==> src/rtl/framed_stream_parser_if.sv <==
// Byte-lane stream bundle used on both sides of the framed stream parser.
// Handshake: a beat moves on a rising clk edge only when tvalid and tready
// are both 1; the master holds every payload signal stable while tvalid=1
// and tready=0, and tready may depend combinationally on the other side.
interface framed_stream_parser_if #(
    parameter int DATA_BYTES = 4
);
    logic [8*DATA_BYTES-1:0] tdata;
    logic [DATA_BYTES-1:0]   tkeep;
    logic                    tvalid;
    logic                    tready;
    logic                    tlast;
    logic                    tuser;

    modport master (output tdata, tkeep, tvalid, tlast, tuser, input tready);
    modport slave  (input tdata, tkeep, tvalid, tlast, tuser, output tready);
endinterface

==> src/rtl/framed_stream_parser.sv <==
// Framed stream parser: finds a lane-0 sync word, forwards LEN payload bytes
// in their original lanes, checks a trailing XOR checksum and flags errors
// on the last output beat through tuser. Keeps saturating frame statistics.
module framed_stream_parser #(
    parameter int          DATA_BYTES = 4,
    parameter int          MAX_LEN    = 255,
    parameter logic [15:0] SYNC_WORD  = 16'h55AA
) (
    input  logic                   clk,
    input  logic                   rst_n,
    framed_stream_parser_if.slave  s_axis,
    framed_stream_parser_if.master m_axis,
    output logic [15:0]            frame_count,
    output logic [15:0]            crc_err_count,
    output logic [15:0]            len_err_count
);
    localparam int         W    = 8 * DATA_BYTES;
    localparam logic [8:0] NB   = 9'(DATA_BYTES);
    localparam logic [8:0] MAXL = 9'(MAX_LEN);

    typedef enum logic [1:0] {SEARCH, PAYLOAD, CHECK} state_t;
    state_t state, state_nxt;

    logic [7:0]            remaining, remaining_nxt;
    logic [7:0]            xor_acc, xor_acc_nxt;
    logic                  hold_pending, hold_pending_nxt;
    logic [W-1:0]          tdata_q, tdata_nxt;
    logic [DATA_BYTES-1:0] tkeep_q, tkeep_nxt;
    logic                  tvalid_q, tvalid_nxt;
    logic                  tlast_q, tlast_nxt;
    logic                  tuser_q, tuser_nxt;
    logic                  len_err_evt;

    logic                  out_free, in_xfer, sync_hit, out_last_xfer;
    logic [7:0]            lane [DATA_BYTES];
    logic [8:0]            len9, first_lane, pay_cnt, ck_lane;
    logic [7:0]            beat_xor, ck_byte;
    logic [W-1:0]          beat_data;
    logic [DATA_BYTES-1:0] beat_keep;

    // Sideband inputs of the incoming stream carry no meaning for parsing.
    wire unused_in_side = ^{s_axis.tkeep, s_axis.tlast, s_axis.tuser};

    // A held beat sits in the output register with valid low, so the
    // register counts as free and the checksum beat can still be accepted.
    assign out_free      = !tvalid_q || m_axis.tready;
    assign s_axis.tready = out_free;
    assign in_xfer       = s_axis.tvalid && out_free;
    assign out_last_xfer = tvalid_q && m_axis.tready && tlast_q;

    assign m_axis.tdata  = tdata_q;
    assign m_axis.tkeep  = tkeep_q;
    assign m_axis.tvalid = tvalid_q;
    assign m_axis.tlast  = tlast_q;
    assign m_axis.tuser  = tuser_q;

    // Split the input beat into byte lanes.
    always_comb begin
        for (int k = 0; k < DATA_BYTES; k++) lane[k] = s_axis.tdata[8*k +: 8];
    end

    assign sync_hit = (lane[0] == SYNC_WORD[7:0]) && (lane[1] == SYNC_WORD[15:8]);
    assign len9     = {1'b0, lane[2]};

    // Locate payload lanes and the checksum lane of the current beat.
    always_comb begin
        first_lane = 9'd0;
        pay_cnt    = 9'd0;
        if (state == SEARCH) begin
            first_lane = 9'd3;
            pay_cnt    = (len9 < NB - 9'd3) ? len9 : NB - 9'd3;
        end else if (state == PAYLOAD) begin
            pay_cnt = ({1'b0, remaining} < NB) ? {1'b0, remaining} : NB;
        end
        ck_lane   = first_lane + pay_cnt;
        beat_xor  = 8'd0;
        ck_byte   = 8'd0;
        beat_data = '0;
        beat_keep = '0;
        for (int k = 0; k < DATA_BYTES; k++) begin
            if (9'(k) >= first_lane && 9'(k) < ck_lane) begin
                beat_keep[k]        = 1'b1;
                beat_data[8*k +: 8] = lane[k];
                beat_xor            = beat_xor ^ lane[k];
            end
            if (9'(k) == ck_lane) ck_byte = lane[k];
        end
    end

    // Next-state and next-output logic for the frame FSM.
    always_comb begin
        state_nxt        = state;
        remaining_nxt    = remaining;
        xor_acc_nxt      = xor_acc;
        hold_pending_nxt = hold_pending;
        tdata_nxt        = tdata_q;
        tkeep_nxt        = tkeep_q;
        tvalid_nxt       = tvalid_q;
        tlast_nxt        = tlast_q;
        tuser_nxt        = tuser_q;
        len_err_evt      = 1'b0;
        if (in_xfer) begin
            tvalid_nxt = 1'b0;
            tlast_nxt  = 1'b0;
            tuser_nxt  = 1'b0;
            case (state)
                SEARCH: begin
                    if (sync_hit) begin
                        if (lane[2] == 8'd0 || len9 > MAXL) begin
                            len_err_evt = 1'b1;
                        end else begin
                            tdata_nxt = beat_data;
                            tkeep_nxt = beat_keep;
                            if (len9 < NB - 9'd3) begin
                                tvalid_nxt = 1'b1;
                                tlast_nxt  = 1'b1;
                                tuser_nxt  = (ck_byte != beat_xor);
                            end else if (len9 == NB - 9'd3) begin
                                hold_pending_nxt = 1'b1;
                                xor_acc_nxt      = beat_xor;
                                state_nxt        = CHECK;
                            end else begin
                                tvalid_nxt    = 1'b1;
                                remaining_nxt = lane[2] - 8'(NB - 9'd3);
                                xor_acc_nxt   = beat_xor;
                                state_nxt     = PAYLOAD;
                            end
                        end
                    end
                end
                PAYLOAD: begin
                    tdata_nxt   = beat_data;
                    tkeep_nxt   = beat_keep;
                    xor_acc_nxt = xor_acc ^ beat_xor;
                    if ({1'b0, remaining} < NB) begin
                        tvalid_nxt    = 1'b1;
                        tlast_nxt     = 1'b1;
                        tuser_nxt     = (ck_byte != (xor_acc ^ beat_xor));
                        remaining_nxt = 8'd0;
                        state_nxt     = SEARCH;
                    end else if ({1'b0, remaining} == NB) begin
                        hold_pending_nxt = 1'b1;
                        remaining_nxt    = 8'd0;
                        state_nxt        = CHECK;
                    end else begin
                        tvalid_nxt    = 1'b1;
                        remaining_nxt = remaining - 8'(NB);
                    end
                end
                CHECK: begin
                    tvalid_nxt       = 1'b1;
                    tlast_nxt        = 1'b1;
                    tuser_nxt        = (ck_byte != xor_acc);
                    hold_pending_nxt = 1'b0;
                    state_nxt        = SEARCH;
                end
                default: state_nxt = SEARCH;
            endcase
        end else if (out_free && !hold_pending) begin
            tvalid_nxt = 1'b0;
        end
    end

    // FSM state register.
    always_ff @(posedge clk or negedge rst_n) begin
        if (!rst_n) state <= SEARCH;
        else        state <= state_nxt;
    end

    // Frame bookkeeping and output register.
    always_ff @(posedge clk or negedge rst_n) begin
        if (!rst_n) begin
            remaining    <= 8'd0;
            xor_acc      <= 8'd0;
            hold_pending <= 1'b0;
            tdata_q      <= '0;
            tkeep_q      <= '0;
            tvalid_q     <= 1'b0;
            tlast_q      <= 1'b0;
            tuser_q      <= 1'b0;
        end else begin
            remaining    <= remaining_nxt;
            xor_acc      <= xor_acc_nxt;
            hold_pending <= hold_pending_nxt;
            tdata_q      <= tdata_nxt;
            tkeep_q      <= tkeep_nxt;
            tvalid_q     <= tvalid_nxt;
            tlast_q      <= tlast_nxt;
            tuser_q      <= tuser_nxt;
        end
    end

    // Saturating statistics counters.
    always_ff @(posedge clk or negedge rst_n) begin
        if (!rst_n) begin
            frame_count   <= 16'd0;
            crc_err_count <= 16'd0;
            len_err_count <= 16'd0;
        end else begin
            if (out_last_xfer && frame_count != 16'hFFFF)
                frame_count <= frame_count + 16'd1;
            if (out_last_xfer && tuser_q && crc_err_count != 16'hFFFF)
                crc_err_count <= crc_err_count + 16'd1;
            if (len_err_evt && len_err_count != 16'hFFFF)
                len_err_count <= len_err_count + 16'd1;
        end
    end
endmodule
==> src/flat_wrapper.sv <==
// flat-port wrapper written by rule: the top's interface ports become plain ports
module framed_stream_parser_flat 
#(
    parameter int          DATA_BYTES = 4,
    parameter int          MAX_LEN    = 255,
    parameter logic [15:0] SYNC_WORD  = 16'h55AA
)
  (clk, rst_n, frame_count, crc_err_count, len_err_count, s_axis_tdata, s_axis_tkeep, s_axis_tvalid, s_axis_tlast, s_axis_tuser, s_axis_tready, m_axis_tdata, m_axis_tkeep, m_axis_tvalid, m_axis_tlast, m_axis_tuser, m_axis_tready);
  framed_stream_parser_if #(.DATA_BYTES(DATA_BYTES)) s_axis_i ();
  framed_stream_parser_if #(.DATA_BYTES(DATA_BYTES)) m_axis_i ();
  input  logic clk;
  input  logic rst_n;
  output logic [15:0] frame_count;
  output logic [15:0] crc_err_count;
  output logic [15:0] len_err_count;
  input wire logic [$bits(s_axis_i.tdata)-1:0] s_axis_tdata;
  input wire logic [$bits(s_axis_i.tkeep)-1:0] s_axis_tkeep;
  input wire logic [$bits(s_axis_i.tvalid)-1:0] s_axis_tvalid;
  input wire logic [$bits(s_axis_i.tlast)-1:0] s_axis_tlast;
  input wire logic [$bits(s_axis_i.tuser)-1:0] s_axis_tuser;
  output wire logic [$bits(s_axis_i.tready)-1:0] s_axis_tready;
  output wire logic [$bits(m_axis_i.tdata)-1:0] m_axis_tdata;
  output wire logic [$bits(m_axis_i.tkeep)-1:0] m_axis_tkeep;
  output wire logic [$bits(m_axis_i.tvalid)-1:0] m_axis_tvalid;
  output wire logic [$bits(m_axis_i.tlast)-1:0] m_axis_tlast;
  output wire logic [$bits(m_axis_i.tuser)-1:0] m_axis_tuser;
  input wire logic [$bits(m_axis_i.tready)-1:0] m_axis_tready;
  assign s_axis_i.tdata = s_axis_tdata;
  assign s_axis_i.tkeep = s_axis_tkeep;
  assign s_axis_i.tvalid = s_axis_tvalid;
  assign s_axis_i.tlast = s_axis_tlast;
  assign s_axis_i.tuser = s_axis_tuser;
  assign s_axis_tready = s_axis_i.tready;
  assign m_axis_tdata = m_axis_i.tdata;
  assign m_axis_tkeep = m_axis_i.tkeep;
  assign m_axis_tvalid = m_axis_i.tvalid;
  assign m_axis_tlast = m_axis_i.tlast;
  assign m_axis_tuser = m_axis_i.tuser;
  assign m_axis_i.tready = m_axis_tready;
  framed_stream_parser #(.DATA_BYTES(DATA_BYTES), .MAX_LEN(MAX_LEN), .SYNC_WORD(SYNC_WORD)) u_core (.clk(clk), .rst_n(rst_n), .s_axis(s_axis_i), .m_axis(m_axis_i), .frame_count(frame_count), .crc_err_count(crc_err_count), .len_err_count(len_err_count));
endmodule
==> config.mk <==
export PLATFORM = sky130hd
export DESIGN_NAME = framed_stream_parser_flat
export DESIGN_NICKNAME = d
export VERILOG_FILES = /design/src/rtl/framed_stream_parser_if.sv /design/src/rtl/framed_stream_parser.sv /design/src/flat_wrapper.sv
export SDC_FILE = /design/constraint.sdc
export NUM_CORES = 1
export LEC_CHECK = 0
export BUFFER_PORTS_ARGS = -buffer_cell sky130_fd_sc_hd__buf_4
export CAP_MARGIN = 0
export CORE_ASPECT_RATIO = 1.1
export CORE_MARGIN = 1.5
export CORE_UTILIZATION = 55
export CTS_CLUSTER_SIZE = 14
export DETAILED_ROUTE_END_ITERATION = 12
export PLACE_DENSITY = 0.88
export SKIP_CTS_REPAIR_TIMING = 1
export SLEW_MARGIN = 20
export SYNTH_ARGS = -nofsm -noshare
export SYNTH_HDL_FRONTEND = slang
export SYNTH_SLANG_ARGS = --single-unit
==> constraint.sdc <==
create_clock -name clk -period 7 [get_ports clk]
set_clock_uncertainty 0.05 [all_clocks]
set_input_delay 1.05 -clock clk [delete_from_list [all_inputs] [get_ports clk]]
set_output_delay 1.05 -clock clk [all_outputs]
set_load 0.005 [all_outputs]
======== Word-level counts from Yosys, hierarchy flattened ========
Index checks and enable logic that the tools add are counted.
storage, ports and cells
  bits of input ports ..................... 42
  ROM bits ................................ 0
  word-level logic and storage cells ...... 158
  bits in latches ......................... 0
  bits in writable memories ............... 0
  flip-flop bits (word level) ............. 106
  memories ................................ 0
cells by class
  div/mod/pow operators ................... 0
  magnitude comparators ................... 11
  $add $sub $neg .......................... 6
  multiplexer cells ....................... 74
  eq/ne operators ......................... 23
  shifts and indexed selects .............. 0
  reduce and logical (&&, ||, !) cells .... 28
  multiply operators ...................... 0
  bitwise operators ....................... 4
operators with widths
  cell                                                                          count
  8-bit 2-to-1 mux                                                              22
  32-bit 2-to-1 mux                                                             2
  32-bit one-hot mux with 2 select lines                                        1
  16-bit by 1-bit adder with 16-bit output (second input constant)              3
  16-bit inequality test (second input constant)                                3
  8-bit one-hot mux with 2 select lines                                         2
  8-bit XOR                                                                     4
  1-bit 2-to-1 mux                                                              30
  8-bit inequality test                                                         3
  2-bit by 9-bit == test with 1-bit output (first input constant)               2
  1-bit by 9-bit less-than comparator with 1-bit output (first input constant)  2
  2-bit by 9-bit less-than comparator with 1-bit output (first input constant)  2
  9-bit 2-to-1 mux                                                              2
  2-bit 2-to-1 mux                                                              7
  1-bit logical AND                                                             13
  2-bit inequality test (second input constant)                                 6
  1-bit one-hot mux with 3 select lines                                         4
  5-bit AND reduction                                                           2
  2-bit by 9-bit adder with 9-bit output                                        1
  1-bit by 9-bit == test with 1-bit output (first input constant)               1
  9-bit logical NOT                                                             1
  8-bit by 1-bit == test with 1-bit output (second input constant)              1
  8-bit by 3-bit == test with 1-bit output (second input constant)              1
  8-bit by 7-bit == test with 1-bit output (second input constant)              1
  other kinds (24)                                                              30

======== Longest topological paths before layout ========
Gate-level depths: netlist of the first run.
  word-level depth ........................ 19
  mapped depth ............................ 19
  gate-level depth less buffers ........... 18

======== Worst setup path before layout of the first run ========
OpenSTA, ideal clock, no wires.
  kind .................................... input-to-reg
  start point ............................. in s_axis_tdata[16]
  end point ............................... reg u_core.tuser_q, in the netlist u_core.m_axis.tuser
  required time ........................... 6.816 ns
  data arrival time ....................... 4.429 ns
  library setup time ...................... 0.134 ns
  stages on the path ...................... 17
  setup slack ............................. 2.388 ns
  cells stage by stage .................... inv_1 -> ha_1 -> nand3_1 -> nor3_1 -> a31oi_1 -> ha_1 -> fa_1 -> nor3_1 -> a22oi_1 -> or3_1 -> buf_6 -> a21oi_4 -> mux2_4 -> xnor2_2 -> xnor2_1 -> nor4_2 -> a31oi_1
between the ends
  cells in the longest elaborated chain, start to end .. 18
  elaborated cells on any way between the ends .. 39
  classes of those cells .................. add/sub: 1; order compare: 6; eq/ne: 6; mux: 15; bitwise: 4; reduce/logical: 7
RTL lines
  item                                                   RTL line                                                 source
  start: declaration                                     flat_wrapper.sv:16                                       input wire logic [$bits(s_axis_i.tdata)-1:0] s_axis_tdata;
  8-bit by 1-bit less-than comparator with 1-bit output  framed_stream_parser.sv:71, framed_stream_parser.sv:114
  8-bit 2-to-1 mux                                       framed_stream_parser.sv:71                               pay_cnt = (len9 < NB - 9'd3) ? len9 : NB - 9'd3;
  9-bit 2-to-1 mux                                       framed_stream_parser.sv:69                               if (state == SEARCH) begin
  2-bit by 9-bit adder with 9-bit output                 framed_stream_parser.sv:75                               ck_lane = first_lane + pay_cnt;
  1-bit by 9-bit less-than comparator with 1-bit output  framed_stream_parser.sv:81                               if (9'(k) >= first_lane && 9'(k) < ck_lane) begin
  1-bit logical AND                                      framed_stream_parser.sv:81
  8-bit 2-to-1 mux                                       framed_stream_parser.sv:81
  8-bit XOR                                              framed_stream_parser.sv:84                               beat_xor = beat_xor ^ lane[k];
  [... 2 more ...]                                       n/a
  8-bit 2-to-1 mux                                       framed_stream_parser.sv:81
  8-bit XOR                                              framed_stream_parser.sv:84
  8-bit 2-to-1 mux                                       framed_stream_parser.sv:81
  8-bit inequality test                                  framed_stream_parser.sv:117                              tuser_nxt = (ck_byte != beat_xor);
  1-bit 2-to-1 mux                                       framed_stream_parser.sv:114                              if (len9 < NB - 9'd3) begin
  1-bit 2-to-1 mux                                       framed_stream_parser.sv:109                              if (lane[2] == 8'd0 || len9 > MAXL) begin
  1-bit 2-to-1 mux                                       framed_stream_parser.sv:108                              if (sync_hit) begin
  1-bit one-hot mux with 3 select lines (*)              framed_stream_parser.sv:106                              case (state)
  end signal: assignment                                 framed_stream_parser.sv:189                              tuser_q <= tuser_nxt;
  end: declaration                                       framed_stream_parser.sv:31                               logic tuser_q, tuser_nxt;
Every way passes the cells marked *; elsewhere a longest branch is shown, timed or not.
A chain may end at the register's enable or synchronous reset.

======== Worst setup path after layout of the first run ========
  start point ............................. reg u_core.state[0]
  end point ............................... reg u_core.tuser_q, in the netlist u_core.m_axis.tuser
between the ends
  cells in the longest elaborated chain, start to end .. 18
  elaborated cells on any way between the ends .. 43
  classes of those cells .................. add/sub: 1; order compare: 8; eq/ne: 8; mux: 16; bitwise: 4; reduce/logical: 6
RTL lines
  item                                                   RTL line                                                 source
  start: declaration                                     framed_stream_parser.sv:22                               state_t state, state_nxt;
  start signal: assignment                               framed_stream_parser.sv:167                              else state <= state_nxt;
  2-bit by 1-bit == test with 1-bit output               framed_stream_parser.sv:72, framed_stream_parser.sv:106
  9-bit 2-to-1 mux                                       framed_stream_parser.sv:72                               end else if (state == PAYLOAD) begin
  9-bit 2-to-1 mux                                       framed_stream_parser.sv:69
  2-bit by 9-bit adder with 9-bit output                 framed_stream_parser.sv:75
  1-bit by 9-bit less-than comparator with 1-bit output  framed_stream_parser.sv:81
  1-bit logical AND                                      framed_stream_parser.sv:81
  8-bit 2-to-1 mux                                       framed_stream_parser.sv:81
  8-bit XOR                                              framed_stream_parser.sv:84
  [... 2 more ...]                                       n/a
  8-bit 2-to-1 mux                                       framed_stream_parser.sv:81
  8-bit XOR                                              framed_stream_parser.sv:84
  8-bit 2-to-1 mux                                       framed_stream_parser.sv:81
  8-bit inequality test                                  framed_stream_parser.sv:117
  1-bit 2-to-1 mux                                       framed_stream_parser.sv:114
  1-bit 2-to-1 mux                                       framed_stream_parser.sv:109
  1-bit 2-to-1 mux                                       framed_stream_parser.sv:108
  1-bit one-hot mux with 3 select lines (*)              framed_stream_parser.sv:106
Marks and branches as above.

==> results.cfg, run 1 <==
[worst_setup_path]
critical_path_class = flip-flop to flip-flop
crit_path_end_kind = flip-flop
cpMostUsedCell = xnor2_1
slowest_delay_ns = 0.87
arrival_ns = 5.41
crit_required_ns = 7.18
cp_top_family = adder cells
critPathLaunchType = flip-flop
cp_max_fo = 21
crit_chain = or2_2 -> clkinv_1 -> a21oi_1 -> a31oi_1 -> ha_1 -> fa_1 -> a32oi_1 -> o211ai_1 -> nand2_1 -> xnor2_1 -> xnor2_1 -> xnor2_1 -> nor4_1 -> a31oi_1
slowest_stage = fa_1
crit_buf_inv = 1

[logic_synthesis]
synth_fp_nets = 688
yosysWarnings = 0
avgSynthCellArea_um2 = 9.56
synth_cell_types = 66
synthCells = 636
yosysSeqAreaShare_pct = 43.6
synth_seq_cells = 106
syn-cell-area_um2 = 6080
synth_edf_count = 0
synth_ff_type = dfrtp_1
async_flop_share_pct = 100

[clock_tree]
clock_latency_ns = 0.36
path_clk_slew_ns = 0.07
cts_buffers = 9
root_buffer = clkbuf_16
htree_num_levels = 3
clock_sinks = 106
tritoncts = built
clockBufferDepth = 2

[floorplanning]
io_pins = 130
row_count = 40
dieWidth_um = 103
core_um2 = 10900
dieArea_um2 = 11700
dieHeight_um = 113
initial_utilization_pct = 56.0

[cells_and_area]
layout_commonest_cell = buf_4
fin_cells = 902
diodes = 0
layout-drive-gt1-share_pct = 22.4
layout.nets = 802
final_cell_mix = buf_4 (127), nand2_1 (106), dfrtp_1 (106)
areaGrowthSynthToFinish_pct = 21.9

[global_routing]
gr-usage-all-layers_pct = 28.3
met1_usage_pct = 37.8
antenna_found_initial = 0
top_usage_layer = met2
grt_pass1_vias = 5195
grtUsageMet2_pct = 45.9
grt_use_met3_pct = 5.37
grt_first_pass_wirelength_um = 25900
grt_max_degree = 67
grt_overflow_total = 0

[detailed_routing]
wire_per_inst_um = 17.8
wl_um = 16000
viasPerCell = 6.03
drc = 0
drt_first_pass_iters = 5
vias = 5435
drt_iter0_drc = 369
ant_nets = 0

[sta]
max_slew.worst_pin.slew_ns = 1.05
min_period_ns = 5.23
maxSlewViolCount = 0
max-slew-margin-rel_pct = 29.7
clock.fmax_mhz = 191
min_period_over_period_pct = 74.7
rsz0062_at_grt = false
tns_ns = 0
hold_viol = 0
setup_viol = 0

[placement]
dp_cells = 886
dp_hpwl_um = 12100
port_buffers = 123
place_congestion = 0.923

[power]
powerDensity_nw_per_um2 = 165
vdd_drop_max_v = 0.0000939
power_leakage_uw = 0.00347
power_uw = 1220

[run]
max_cap_viol_count = 0

[run_status]
status = completed

[worst_hold_path]
hp-class = flip-flop to flip-flop
[per-layer routing]
| layer | wire, um | vias to the layer above |
|---|---|---|
| li1 | - | 2472 |
| met1 | 6700 | 2621 |
| met2 | 7650 | 291 |
| met3 | 1280 | 51 |
| met4 | 387 | 0 |
| met5 | 0 | - |
[final timing paths]
check,slack [ns],startpoint,depth (start not counted),endpoint
setup / recovery,1.77,u_core.state[0]$_DFFE_PN0P_,14,u_core.m_axis.tuser$_DFFE_PN0P_
hold / removal,0.42,u_core.m_axis.tdata[29]$_DFFE_PN0P_,2,u_core.m_axis.tdata[29]$_DFFE_PN0P_
setup reg to reg,1.77,u_core.state[0]$_DFFE_PN0P_,14,u_core.m_axis.tuser$_DFFE_PN0P_
hold reg to reg,0.42,u_core.m_axis.tdata[29]$_DFFE_PN0P_,2,u_core.m_axis.tdata[29]$_DFFE_PN0P_
max in group asynchronous,5.08,rst_n,2,u_core.m_axis.tdata[8]$_DFFE_PN0P_
min in group asynchronous,0.61,rst_n,1,u_core.frame_count[1]$_DFFE_PN0P_
[cells by family (layout without fill, tap and decap cells)]
family	count (synthesis)	after routing	synth area share, %
AOI/OAI and AO/OA	111	111	11.7
xor gates and xnor gates	97	97	14.4
adders and majority gates	10	10	2.18
buffers and inverters	35	154	2.45
DFF	106	106	43.6
muxes	17	17	4.63
and+or+nand+nor	260	260	21.0
[cell usage after synthesis (6+ instances only)]
library cell | instances | area, um^2
nand2b_1 | 6 | 37.5
nand2_1 | 106 | 398
clkbuf_1 | 18 | 67.6
o21ai_0 | 45 | 225
a22o_1 | 11 | 96.3
inv_1 | 10 | 37.5
a21oi_1 | 17 | 85.1
o22ai_1 | 6 | 37.5
nand3_1 | 34 | 170
mux4_2 | 8 | 180
xnor2_1 | 58 | 508
ha_1 | 9 | 113
xor2_1 | 36 | 315
nor2_1 | 46 | 173
nand4_1 | 17 | 106
nor3_1 | 10 | 50.1
and3_1 | 12 | 75.1
dfrtp_1 | 106 | 2650
[report_power, final]
| group | switching [uW] | leakage, uW | internal [uW] |
|---|---|---|---|
| sequential | 4.63 | 0.00146 | 615 |
| combinational | 51.3 | 0.00187 | 37.3 |
| clock | 235 | 0.000146 | 280 |
[sequential cells by signal (all words and copies together), names as in the netlist]
register	count
u_core.crc_err_count	16
u_core.frame_count	16
u_core.hold_pending	1
u_core.len_err_count	16
u_core.m_axis.tdata	32
u_core.m_axis.tkeep	4
u_core.m_axis.tlast	1
u_core.m_axis.tuser	1
u_core.m_axis.tvalid	1
u_core.remaining	8
u_core.state	2
u_core.xor_acc	8
[cell type report]
type,count,area (um^2)
clock buffers,9,225
inverters,11,41.3
well taps,147,184
repair buffers,127,953
flip-flops and latches,106,2650
fillers,836,3450
multi-input cells,495,3280
clock inverters,7,77.6
[worst min-delay path, stage by stage, from the launching register on]
cell,delay (ns)
dfrtp_1,0.34
nand2_1,0.05
nand2_1,0.05
[per-stage QoR]
step	worst slack [ns]	utilization [%]	instance area, um^2	hold WS [ns]
floorplan	2.39	-	6080	0.413
global placement	1.68	65.5	7110	0.407
detailed placement	1.59	65.5	7110	0.408
CTS	1.94	68.2	7410	0.423
global route	1.55	68.2	7410	0.454
finish	1.77	68.2	7410	0.418
Note: power is estimated with default switching activity, not from simulation.
==> run 2: changes to the inputs <==
Clock period 7 ns to 5.45 ns, I/O delays scaled along.
==> results.cfg, run 2 (synthesis results as in run 1) <==
[sta]
min_period_ns = 5.17
setup_viol = 0
hold_ws_ns = 0.418
max-slew-margin-rel_pct = 43.2
maxSlewViolCount = 0
max_slew.worst_pin.slew_ns = 0.848
tns_ns = 0
fin_ws_ns = 0.277
hold_viol = 0
min_period_over_period_pct = 94.9
clock.fmax_mhz = 193
rsz0062_at_grt = false

[cells_and_area]
layout-drive-gt1-share_pct = 22.8
final_cell_mix = buf_4 (131), nand2_1 (106), dfrtp_1 (106)
largest_register_ffs = 32
layout_commonest_cell = buf_4
layout.nets = 806
diodes = 0
areaGrowthSynthToFinish_pct = 22.2
final_area_um2 = 7430
finish.utilization_pct = 68.4
fillers = 834

[global_routing]
grt_overflow_total = 0
antenna_found_initial = 0
grt_pass1_vias = 5259
gr-usage-all-layers_pct = 28.4
grt_max_degree = 60
grt_first_pass_wirelength_um = 25900

[floorplanning]
initial_utilization_pct = 56.0
dieArea_um2 = 11700
io_pins = 130
row_count = 40
dieWidth_um = 103
core_um2 = 10900
dieHeight_um = 113

[run]
max_cap_viol_count = 0

[power]
vdd_drop_max_v = 0.000123
p_int_uw = 1160
combPwrFrac_pct = 7.3
power_frac_seq_pct = 51.1
p_sw_share_pct = 25.4
powerDensity_nw_per_um2 = 210
power.switching_uw = 396
clkPwrFrac_pct = 41.7
power_leakage_uw = 0.00349

[placement]
post_dp_cell_area_um2 = 7140
place_congestion = 0.955
dp_hpwl_um = 12000
port_buffers = 123
place_ws_ns = 0.301

[worst_setup_path]
crit_path_end_kind = flip-flop
cp_max_fo = 9
slowest_stage = or3_1
crit_buf_inv = 1
critPathLaunchType = flip-flop
slowest_delay_ns = 0.50
arrival_ns = 5.34
crit_required_ns = 5.62
cp_top_family = simple AND/OR/NAND/NOR gates
crit_chain = inv_1 -> ha_1 -> nor4b_4 -> nand2_1 -> nor2_1 -> a21oi_1 -> a31oi_1 -> ha_1 -> fa_1 -> and4bb_2 -> a22oi_1 -> or3_1 -> a21oi_4 -> mux2i_1 -> xnor2_2 -> xnor2_1 -> nor4_1 -> a31oi_1
critical_path_class = flip-flop to flip-flop

[clock_tree]
path_clk_slew_ns = 0.07
root_buffer = clkbuf_16
tritoncts = built
clockBufferDepth = 2
clock_sinks = 106
cts_buffers = 9
htree_num_levels = 3
clock_latency_ns = 0.36

[run_status]
status = completed

[detailed_routing]
drt_first_pass_iters = 5
drc = 0
ant_nets = 0
vias = 5365
viasPerCell = 5.92
wire_per_inst_um = 17.6
wl_um = 16000
drt_iter0_drc = 298

[worst_hold_path]
hp-class = primary input to asynchronous set/reset pin
==> run 2: changes by cell type in the layout (fill, tap and decap cells not counted) <==
cell | before | now
buf_4 | 127 | 131
clkinv_2 | 1 | 0
inv_6 | 1 | 2
inv_8 | 0 | 3
clkinv_4 | 3 | 1
bufinv_16 | 1 | 0
==> run 2: path summary, 6_finish.rpt <==
path / startpoint / endpoint / slack, ns / cells past startpoint
hold reg to reg: u_core.m_axis.tkeep[1]$_DFFE_PN0P_ / u_core.m_axis.tkeep[1]$_DFFE_PN0P_ / 0.43 / 1
max in group asynchronous: rst_n / u_core.xor_acc[2]$_DFFE_PN0P_ / 3.77 / 2
min in group clk: u_core.m_axis.tkeep[1]$_DFFE_PN0P_ / u_core.m_axis.tkeep[1]$_DFFE_PN0P_ / 0.43 / 1
setup / recovery: u_core.remaining[2]$_DFFE_PN0P_ / u_core.m_axis.tuser$_DFFE_PN0P_ / 0.28 / 18
setup reg to reg: u_core.remaining[2]$_DFFE_PN0P_ / u_core.m_axis.tuser$_DFFE_PN0P_ / 0.28 / 18
hold / removal: rst_n / u_core.frame_count[9]$_DFFE_PN0P_ / 0.42 / 1
==> run 2: area by class of cell <==
class	count	area (um^2)	share of cell area, %
clock buffer	9	225	3.03
clock inverter	7	67.6	0.909
inverter	11	41.3	0.556
multi-input combinational	495	3280	44.1
sequential	106	2650	35.7
tap	147	184	2.47
timing repair buffer	131	983	13.2
==> run 2: metrics by stage <==
| stage | cells | total power, uW |
|---|---|---|
| floorplan | 636 | 857 |
| global placement | 890 | 920 |
| detailed placement | 890 | 924 |
| CTS | 906 | 1570 |
| global route | 906 | 1610 |
| finish | 906 | 1560 |
==> run 2: per-layer routing <==
layer | wire length [um] | part of all wire, % | GRT usage (%) | vias up
li1 | - | - | - | 2467
met1 | 6730 | 42 | 37.7 | 2595
met2 | 7630 | 48 | 46.1 | 265
met3 | 1190 | 7.5 | 4.45 | 38
met4 | 415 | 2.6 | 11.6 | 0
met5 | 0 | 0 | 0 | -
==> run 2: power groups by stage <==
stage | clock (uW) | combinational [uW] | sequential, uW
2_1_floorplan | 0 | 46.7 | 810
3_3_place_gp | 0 | 109 | 811
3_5_place_dp | 0 | 112 | 812
4_1_cts | 658 | 112 | 796
5_1_grt | 688 | 123 | 797
6_report | 649 | 113 | 796
==> run 3: changes to the inputs <==
Settings changed: CORE_UTILIZATION 55 to 43, PLACE_DENSITY 0.88 to 0.73.
==> results.cfg, run 3 (synthesis results as in run 1) <==
[worst_setup_path]
crit_cells = 18
reg2reg_from = u_core.remaining[3]$_DFFE_PN0P_
crit_buf_inv = 1
slowest_stage = or3_1
rr_worst_depth = 18
crit_path_end_kind = flip-flop
crit_required_ns = 5.64
critical_path_class = flip-flop to flip-flop
r2r_slack_ns = 0.37
reg2reg_to = u_core.m_axis.tuser$_DFFE_PN0P_
critPathLaunchType = flip-flop
crit_chain = inv_1 -> ha_1 -> nor4b_4 -> nand2_1 -> nor2_2 -> a21oi_1 -> a31oi_1 -> ha_1 -> fa_1 -> and4bb_2 -> a22oi_1 -> or3_1 -> a21oi_4 -> mux2_4 -> xnor2_2 -> xnor2_1 -> nor4_2 -> a31oi_1
endpoint = u_core.m_axis.tuser$_DFFE_PN0P_
slowest_delay_ns = 0.54
worstSetupStartpoint = u_core.remaining[3]$_DFFE_PN0P_
cp_max_fo = 8
arrival_ns = 5.27
cp_top_family = simple AND/OR/NAND/NOR gates

[sta]
max_slew.worst_pin.slew_ns = 0.866
clock.fmax_mhz = 197
rsz0062_at_grt = false
tns_ns = 0
min_period_over_period_pct = 93.2
setup_viol = 0
fin_ws_ns = 0.369
max-slew-margin-rel_pct = 42.3
hold_viol = 0
min_period_ns = 5.08
maxSlewViolCount = 0

[global_routing]
grt_first_pass_wirelength_um = 26000
grt_max_degree = 68
gr-usage-all-layers_pct = 22.7
antenna_found_initial = 0
grt_overflow_total = 0
grt_pass1_vias = 5001

[cells_and_area]
final_area_um2 = 7530
fin_cells = 949
largest_register_ffs = 32
fillers = 1222
layout.nets = 808
final_cell_mix = buf_4 (133), nand2_1 (106), dfrtp_1 (106)
layout-drive-gt1-share_pct = 23.3
diodes = 0
layout_commonest_cell = buf_4
areaGrowthSynthToFinish_pct = 23.8

[worst_hold_path]
hp-class = flip-flop to flip-flop
worstHoldStart = u_core.m_axis.tdata[4]$_DFFE_PN0P_

[detailed_routing]
ant_nets = 0
drc = 0
drt_iter0_drc = 362
drt_first_pass_iters = 7
wire_per_inst_um = 17.3
viasPerCell = 5.58
wl_um = 16400
vias = 5294

[floorplanning]
initial_utilization_pct = 44.1
dieArea_um2 = 14900
dieHeight_um = 128
io_pins = 130
dieWidth_um = 116
row_count = 45
core_um2 = 13800

[clock_tree]
clock_sinks = 106
clock_latency_ns = 0.35
root_buffer = clkbuf_16
tritoncts = built
cts_buffers = 9
htree_num_levels = 3
clockBufferDepth = 2
path_clk_slew_ns = 0.07

[power]
power_leakage_uw = 0.00351
vdd_drop_max_v = 0.000166
power_uw = 1600
powerDensity_nw_per_um2 = 213

[placement]
place_congestion = 0.907
port_buffers = 123
dp_cells = 933
dp_hpwl_um = 12300
place_ws_ns = 0.221
post_dp_cell_area_um2 = 7210

[run_status]
status = completed

[run]
max_cap_viol_count = 0
run 3: cell types whose count changed in the layout (fill, tap and decap cells not counted), sizes merged:
cell      before  now
clkinv         2    4
bufinv         0    1
clkinvlp       1    0
inv           15   10
clkbuf         9   12
buf          131  133
run 3: tightest hold or removal path, cell delays in order, from the launching register on:
cell	delay, ns
dfrtp_1	0.34
nand2_1	0.05
nand2_1	0.05
run 3: stage by stage:
step | util [%] | hold slack (ns)
after detailed placement | 52.2 | 0.413
after CTS | 54.5 | 0.428
after global routing | 54.6 | 0.454
after global placement | 52.2 | 0.407
final | 54.6 | 0.420
after floorplan | - | 0.413
run 3: layout make-up:
cell class	instances	area, um^2	area share (%)
clock buffer	12	267	3.54
clock inverter	4	48.8	0.648
inverter	11	41.3	0.548
multi-input combinational	495	3290	43.6
sequential	106	2650	35.2
tap	188	235	3.12
timing repair buffer	133	998	13.3
run 3: how the worst min path moves through the flow:
stage / slack (ns) / cells past startpoint / to
final: 0.42 / 2 / u_core.m_axis.tdata[4]$_DFFE_PN0P_
after global routing: 0.45 / 2 / u_core.m_axis.tdata[29]$_DFFE_PN0P_
after CTS: 0.43 / 2 / u_core.m_axis.tdata[4]$_DFFE_PN0P_
after detailed placement: 0.41 / 2 / u_core.m_axis.tdata[4]$_DFFE_PN0P_
after global placement: 0.41 / 2 / u_core.m_axis.tdata[2]$_DFFE_PN0P_
after floorplan: 0.41 / 2 / u_core.m_axis.tdata[24]$_DFFE_PN0P_
run 3: power breakdown:
part	total [uW]	switching, uW	internal (uW)
clock network	689	296	393
logic	115	67.0	48.3
registers	796	5.52	791
run 3: metal layers:
layer / up-vias / GRT usage [%] / part of all wire, %
met5: - / 0 / 0
met1: 2591 / 31.4 / 45
met4: 0 / 8.97 / 2.1
met2: 201 / 35.4 / 46
met3: 27 / 4.02 / 6.5
li1: 2475 / - / -
